**config.mk**
```make
export PLATFORM = sky130hd
export DESIGN_NAME = mem_port_arbiter
export DESIGN_NICKNAME = d
export VERILOG_FILES = /design/src/rtl/mem_port_arbiter.sv
export SDC_FILE = /design/constraint.sdc
export NUM_CORES = 1
export LEC_CHECK = 0
export CELL_PAD_IN_SITES_DETAIL_PLACEMENT = 0
export CELL_PAD_IN_SITES_GLOBAL_PLACEMENT = 1
export CORE_MARGIN = 8
export CORE_UTILIZATION = 28
export DETAILED_ROUTE_END_ITERATION = 12
export GPL_ROUTABILITY_DRIVEN = 1
export PLACE_DENSITY = 0.85
export SLEW_MARGIN = 5
export SYNTH_ARGS = -nofsm -noshare
export SYNTH_HDL_FRONTEND = slang
export SYNTH_SLANG_ARGS = --single-unit
```
**constraint.sdc**
```tcl
create_clock -name clk -period 2.3 [get_ports clk]
set_input_delay 0.46 -clock clk [delete_from_list [all_inputs] [get_ports clk]]
set_output_delay 0.46 -clock clk [all_outputs]
set_load 0.05 [all_outputs]
```
**src/rtl/mem_port_arbiter.sv**
```systemverilog
// mem_port_arbiter
//   Shares one memory port between instruction fetch (IF) and the MEM stage
//   (LW/SW). The MEM stage has fixed priority over IF because it holds the older
//   instruction. Each access runs IDLE -> wait -> DONE. DONE gives a one-cycle
//   valid pulse, and the next access is arbitrated in the IDLE cycle after it.
//   A wait that lasts TIMEOUT cycles is force-completed and sets a sticky
//   bus_err. Set TIMEOUT to 0 to disable the timeout.
//
// Ports
//   clk, rst                      clock, synchronous active-high reset
//   if_req/if_addr                fetch request, held until if_valid
//   if_rdata/if_valid/if_stall    fetch result, completion pulse, stall (comb)
//   dm_req/dm_we/dm_addr/dm_wdata data request from the MEM stage, held until dm_valid
//   dm_rdata/dm_valid/dm_stall    load result, completion pulse, stall (comb)
//   mem_req/mem_we/mem_addr/mem_wdata  registered memory request
//   mem_rdata/mem_ack             memory response
//   bus_err                       sticky timeout flag, cleared only by rst
module mem_port_arbiter #(
  parameter int unsigned ADDR_W  = 32,
  parameter int unsigned DATA_W  = 32,
  parameter int unsigned TIMEOUT = 16
) (
  input  logic              clk,
  input  logic              rst,
  input  logic              if_req,
  input  logic [ADDR_W-1:0] if_addr,
  output logic [DATA_W-1:0] if_rdata,
  output logic              if_valid,
  output logic              if_stall,
  input  logic              dm_req,
  input  logic              dm_we,
  input  logic [ADDR_W-1:0] dm_addr,
  input  logic [DATA_W-1:0] dm_wdata,
  output logic [DATA_W-1:0] dm_rdata,
  output logic              dm_valid,
  output logic              dm_stall,
  output logic              mem_req,
  output logic              mem_we,
  output logic [ADDR_W-1:0] mem_addr,
  output logic [DATA_W-1:0] mem_wdata,
  input  logic [DATA_W-1:0] mem_rdata,
  input  logic              mem_ack,
  output logic              bus_err
);

  // The wait counter only has to reach TIMEOUT-1.
  localparam int unsigned CNT_W   = (TIMEOUT > 2) ? $clog2(TIMEOUT) : 1;
  localparam int unsigned TO_LAST = (TIMEOUT == 0) ? 0 : TIMEOUT - 1;
  localparam bit          TO_EN   = (TIMEOUT != 0);
  localparam logic [CNT_W-1:0] TO_LAST_CNT = CNT_W'(TO_LAST);

  typedef enum logic [1:0] {
    IDLE    = 2'd0,
    IF_WAIT = 2'd1,
    DM_WAIT = 2'd2,
    DONE    = 2'd3
  } state_t;

  state_t state_q, state_d;

  logic [CNT_W-1:0]  wait_cnt_q, wait_cnt_d;
  logic              mem_req_q, mem_req_d;
  logic              mem_we_q, mem_we_d;
  logic [ADDR_W-1:0] mem_addr_q, mem_addr_d;
  logic [DATA_W-1:0] mem_wdata_q, mem_wdata_d;
  logic [DATA_W-1:0] if_rdata_q, if_rdata_d;
  logic [DATA_W-1:0] dm_rdata_q, dm_rdata_d;
  logic              if_valid_q, if_valid_d;
  logic              dm_valid_q, dm_valid_d;
  logic              bus_err_q, bus_err_d;
  logic              timeout_hit;

  // A wait state expires with no ack. An ack in the same cycle takes precedence.
  assign timeout_hit = TO_EN && (wait_cnt_q == TO_LAST_CNT) && !mem_ack;

  // State register
  always_ff @(posedge clk) begin
    if (rst) begin
      state_q <= IDLE;
    end else begin
      state_q <= state_d;
    end
  end

  // Datapath and output registers
  always_ff @(posedge clk) begin
    if (rst) begin
      wait_cnt_q  <= '0;
      mem_req_q   <= 1'b0;
      mem_we_q    <= 1'b0;
      mem_addr_q  <= '0;
      mem_wdata_q <= '0;
      if_rdata_q  <= '0;
      dm_rdata_q  <= '0;
      if_valid_q  <= 1'b0;
      dm_valid_q  <= 1'b0;
      bus_err_q   <= 1'b0;
    end else begin
      wait_cnt_q  <= wait_cnt_d;
      mem_req_q   <= mem_req_d;
      mem_we_q    <= mem_we_d;
      mem_addr_q  <= mem_addr_d;
      mem_wdata_q <= mem_wdata_d;
      if_rdata_q  <= if_rdata_d;
      dm_rdata_q  <= dm_rdata_d;
      if_valid_q  <= if_valid_d;
      dm_valid_q  <= dm_valid_d;
      bus_err_q   <= bus_err_d;
    end
  end

  // Next-state logic. The MEM stage wins when both requesters ask in IDLE.
  always_comb begin
    state_d = state_q;
    unique case (state_q)
      IDLE: begin
        if (dm_req) begin
          state_d = DM_WAIT;
        end else if (if_req) begin
          state_d = IF_WAIT;
        end
      end
      IF_WAIT, DM_WAIT: begin
        if (mem_ack || timeout_hit) begin
          state_d = DONE;
        end
      end
      DONE: begin
        state_d = IDLE;
      end
      default: begin
        state_d = IDLE;
      end
    endcase
  end

  // Next values for the registered outputs, plus the combinational stalls.
  // The valid flags default low so each stays high only for the DONE cycle.
  always_comb begin
    wait_cnt_d  = wait_cnt_q;
    mem_req_d   = mem_req_q;
    mem_we_d    = mem_we_q;
    mem_addr_d  = mem_addr_q;
    mem_wdata_d = mem_wdata_q;
    if_rdata_d  = if_rdata_q;
    dm_rdata_d  = dm_rdata_q;
    if_valid_d  = 1'b0;
    dm_valid_d  = 1'b0;
    bus_err_d   = bus_err_q;

    unique case (state_q)
      IDLE: begin
        if (dm_req) begin
          mem_req_d   = 1'b1;
          mem_we_d    = dm_we;
          mem_addr_d  = dm_addr;
          mem_wdata_d = dm_wdata;
          wait_cnt_d  = '0;
        end else if (if_req) begin
          mem_req_d  = 1'b1;
          mem_we_d   = 1'b0;
          mem_addr_d = if_addr;
          wait_cnt_d = '0;
        end
      end
      IF_WAIT: begin
        if (mem_ack) begin
          mem_req_d  = 1'b0;
          if_rdata_d = mem_rdata;
          if_valid_d = 1'b1;
        end else if (timeout_hit) begin
          mem_req_d  = 1'b0;
          if_rdata_d = '0;
          if_valid_d = 1'b1;
          bus_err_d  = 1'b1;
        end else begin
          wait_cnt_d = wait_cnt_q + CNT_W'(1);
        end
      end
      DM_WAIT: begin
        // A store leaves dm_rdata alone, both on ack and on timeout.
        if (mem_ack) begin
          mem_req_d  = 1'b0;
          dm_valid_d = 1'b1;
          if (!mem_we_q) begin
            dm_rdata_d = mem_rdata;
          end
        end else if (timeout_hit) begin
          mem_req_d  = 1'b0;
          dm_valid_d = 1'b1;
          bus_err_d  = 1'b1;
          if (!mem_we_q) begin
            dm_rdata_d = '0;
          end
        end else begin
          wait_cnt_d = wait_cnt_q + CNT_W'(1);
        end
      end
      DONE: begin
        // The pipeline advances in this cycle, so requests are ignored.
      end
      default: begin
      end
    endcase
  end

  // Stall until the completion pulse is seen
  always_comb begin
    if_stall = if_req & ~if_valid_q;
    dm_stall = dm_req & ~dm_valid_q;
  end

  assign mem_req   = mem_req_q;
  assign mem_we    = mem_we_q;
  assign mem_addr  = mem_addr_q;
  assign mem_wdata = mem_wdata_q;
  assign if_rdata  = if_rdata_q;
  assign dm_rdata  = dm_rdata_q;
  assign if_valid  = if_valid_q;
  assign dm_valid  = dm_valid_q;
  assign bus_err   = bus_err_q;

endmodule
```
==> reports/summary.md <==
Setup slack closes at 226 ps. TritonCTS built the clock tree. The vertical die dimension works out to 154 um. The run gives 139 as the number of clock sinks. The first routing iteration left 189 violations. The post-CTS setup buffer count was 0; the routability-driven placement congestion ratio was 0.734.

The routed design has 17.5 mm of wire. Setup repair after global routing left no endpoint under its margin. Top cell family by delay on the critical path: buffers and inverters.

In this run the cell area of the synthesized design comes to 5340 um^2. The endpoint arrival time on the critical path was 1610 ps. The sequential element share of the synthesized area was 0.521; the maximum single-stage delay on the critical path was 840 ps.

The detailed router placed 5059 vias in this run. The number of buffers added on ports was 268; the number of antenna violations at the first check in global routing was 0. For this run, the top clock speed supported by timing is 482 MHz. The tool flagged a number of max-cap violations equal to 0.

The run gives 0 as the number of warning messages in the yosys log. The library cells used most frequently in the layout, excluding fill and tap cells, are 263 x clkdlybuf4s50_1, 139 x dfxtp_1, 102 x nand2_1. Via count normalized by instance count: 4.62. Setup violations remaining at the end of the flow were counted as 0. Data on the critical path is required at its endpoint by 1840 ps. After floorplanning, the core was divided into 50 placement rows. The first global-routing pass estimated 27.8 mm of wire. For the count of hold buffers inserted by post-cts repair, the log shows 0. The master cell of the clock root buffer is clkbuf_16. The post-placement worst setup slack is 217 ps, and the horizontal die dimension is 154 um. The type of the most critical hold path is in2reg. Clock latency on the worst-skew pair, taken at its later pin, is 420 ps. Proportion of register bits with asynchronous set or reset after synthesis: 0. In this run the static leakage power is 3.25 nW. Compared with the post-synthesis result, the final layout area differs by 65.4%. The run gives 4 as the level count of the clock H-tree. For this design the top-level I/O count stands at 269. Traced cell by cell, the critical path runs through clkdlybuf4s50_1. After global routing the overflow that remains totals 0. For the final number of max-transition violations, the log shows 0. Post-route minimum period: 2070 ps. In this run the power density over the cells is 1140 nW/um^2. The logs give 18700 um^2 for the core box area and 4 for the count of TritonRoute iterations in the first routing pass.

The total count of hold-check failures in the final report was 0; the post-synthesis instance total was 600. The finished layout holds 1096 standard cells, fillers aside. Layout cell share with drive strength beyond 1: 0.0650. The flow ran to the end, and the final reports show no timing, DRC or antenna violations. The logs give 0 for the quantity of gates resized following cts and 0.472 for the final cell utilization of the core. Synthesis produced a netlist with a net count of 740. Predominant post-synthesis flop cell: dfxtp_1. The DRC violation count after routing was 0; the largest vdd supply drop was 0.000502 V. Across the routed clock network, the largest skew measured is 8.84 ps.

After synthesis the netlist holds a flip-flop and latch count of 139. The critical path is of the reg2out type. The run gives 0 ps as the final sum of negative setup slack.

The worst setup path is launched from a flip-flop. The number of library cell types mapped by synthesis is 32. The commonest non-fill, non-tap cell in the layout was clkdlybuf4s50_1.

Library cell occupying the most area in the post-synthesis netlist: dfxtp_1. The run gives 4984 as the number of global-route vias before repair. The floorplan step defined a die boundary enclosing 23700 um^2.

The portion of the clock cycle consumed by the worst path in the final layout came out at 0.902. The final layout contains 989 nets. The tools report the startpoint of the lowest-slack hold path as rst.

Clock-pin slew was measured on the worst setup and hold paths at 60 ps. The detail route stage leaves a number of antenna-violating nets equal to 0. The routed wirelength normalized by instance count is 16.0 um, and the largest net degree at the start of global routing is 71.

Counting the fill cells in the layout gives 1788. The share of the synthesized area in the top cell type was 0.521. The worst slew margin relative to its limit was 0.623. The initial cell density of the core is 0.285. Yosys attributes the largest share of cell area to dfxtp_1 52%, nand2_1 7.2%, a21oi_1 6.6%. For the pin with the worst max-slew slack, the measured transition is 564 ps. Number of buffers created by CTS: 17.

Counting tap cells, the placed design contains a total of 1064 instances. Cell type of the slowest stage on the worst timing path: clkdlybuf4s50_1. The maximum net fanout on the critical path is 2, and the number of buffers between clock root and the deepest sink is 2. The tools report the endpoint kind of the worst setup timing path as an output port.

The total buffers and inverters traversed by the critical path works out to 1. The worst register-to-register path begins at state_q[1]$_SDFFE_PP0P_. The number of flops mapped to enable cells by yosys is 0. The number of antenna repair diodes was 0; the average cell area after synthesis was 8.90 um^2. Detailed placement ended at an HPWL of 12.9 mm.

Worst setup path startpoint: dm_rdata[3]$_SDFFE_PP0P_. The total global-route track usage is 0.146.
## synth_stat cells (all sizes together) (2+ instances only)
| master | number |
|---|---|
| nor2 | 69 |
| nand2b | 4 |
| a22oi | 32 |
| inv | 3 |
| or3 | 2 |
| a311oi | 4 |
| nand3 | 35 |
| a211oi | 33 |
| mux2i | 33 |
| nand2 | 102 |
| and2 | 2 |
| clkbuf | 25 |
| nor2b | 2 |
| dfxtp | 139 |
| nor3 | 2 |
| ha | 6 |
| a21oi | 70 |
| buf | 27 |
## stage by stage
step                instance area (um^2)  total power (W)  hold WS, ps
detailed placement                  8250          0.00746          443
floorplan                           5340          0.00596          461
global placement                    8250          0.00744          437
finish                              8830           0.0101          345
global route                        8830           0.0106          345
CTS                                 8830           0.0102          329
## sequential cells by signal, indices dropped and copies added, names as in the netlist
signal      cells
dm_rdata       32
if_rdata       32
mem_addr       32
mem_wdata      32
wait_cnt_q      4
state_q         2
bus_err         1
dm_valid        1
if_valid        1
mem_req         1
mem_we          1
## cell type report
cell class | instances | area (um^2) | share of cell area
clock inverter | 13 | 139 | 0.0157
timing repair buffer | 282 | 2870 | 0.325
tap | 234 | 293 | 0.0332
clock buffer | 19 | 443 | 0.0502
inverter | 3 | 11.3 | 0.00128
sequential | 139 | 2780 | 0.315
multi-input combinational | 406 | 2290 | 0.259
## path summary, 6_finish.rpt
kind,slack [ps],to,cells after the start
worst min register to register,450,mem_wdata[10]$_SDFFE_PP0P_,2
worst min-delay path,350,mem_addr[0]$_SDFFE_PP0P_,2
worst max register to register,410,wait_cnt_q[3]$_SDFFE_PP0P_,6
worst max-delay path,230,dm_rdata[3],1
## per-layer routing
| metal | up-vias | track usage | part of all wire |
|---|---|---|---|
| met2 | 162 | 0.240 | 0.48 |
| met5 | - | 0 | 0 |
| met3 | 16 | 0.0488 | 0.068 |
| li1 | 2583 | - | - |
| met4 | 0 | 0.0509 | 0.014 |
| met1 | 2298 | 0.176 | 0.43 |
## cell families after synthesis
family	count (synthesis)	synth area share
fa+ha+maj	6	0.0141
simple gates	222	0.178
compound gates	145	0.174
flops	139	0.521
buf+inv	55	0.0511
mux	33	0.0619
## where the power goes
group          internal, W  leakage (nW)  switching (W)
combinational      0.00152          1.83        0.00278
sequential         0.00285          1.14       0.000221
clock              0.00163         0.284        0.00107
total              0.00600          3.25        0.00407
Power figures use the tool's default switching activity.
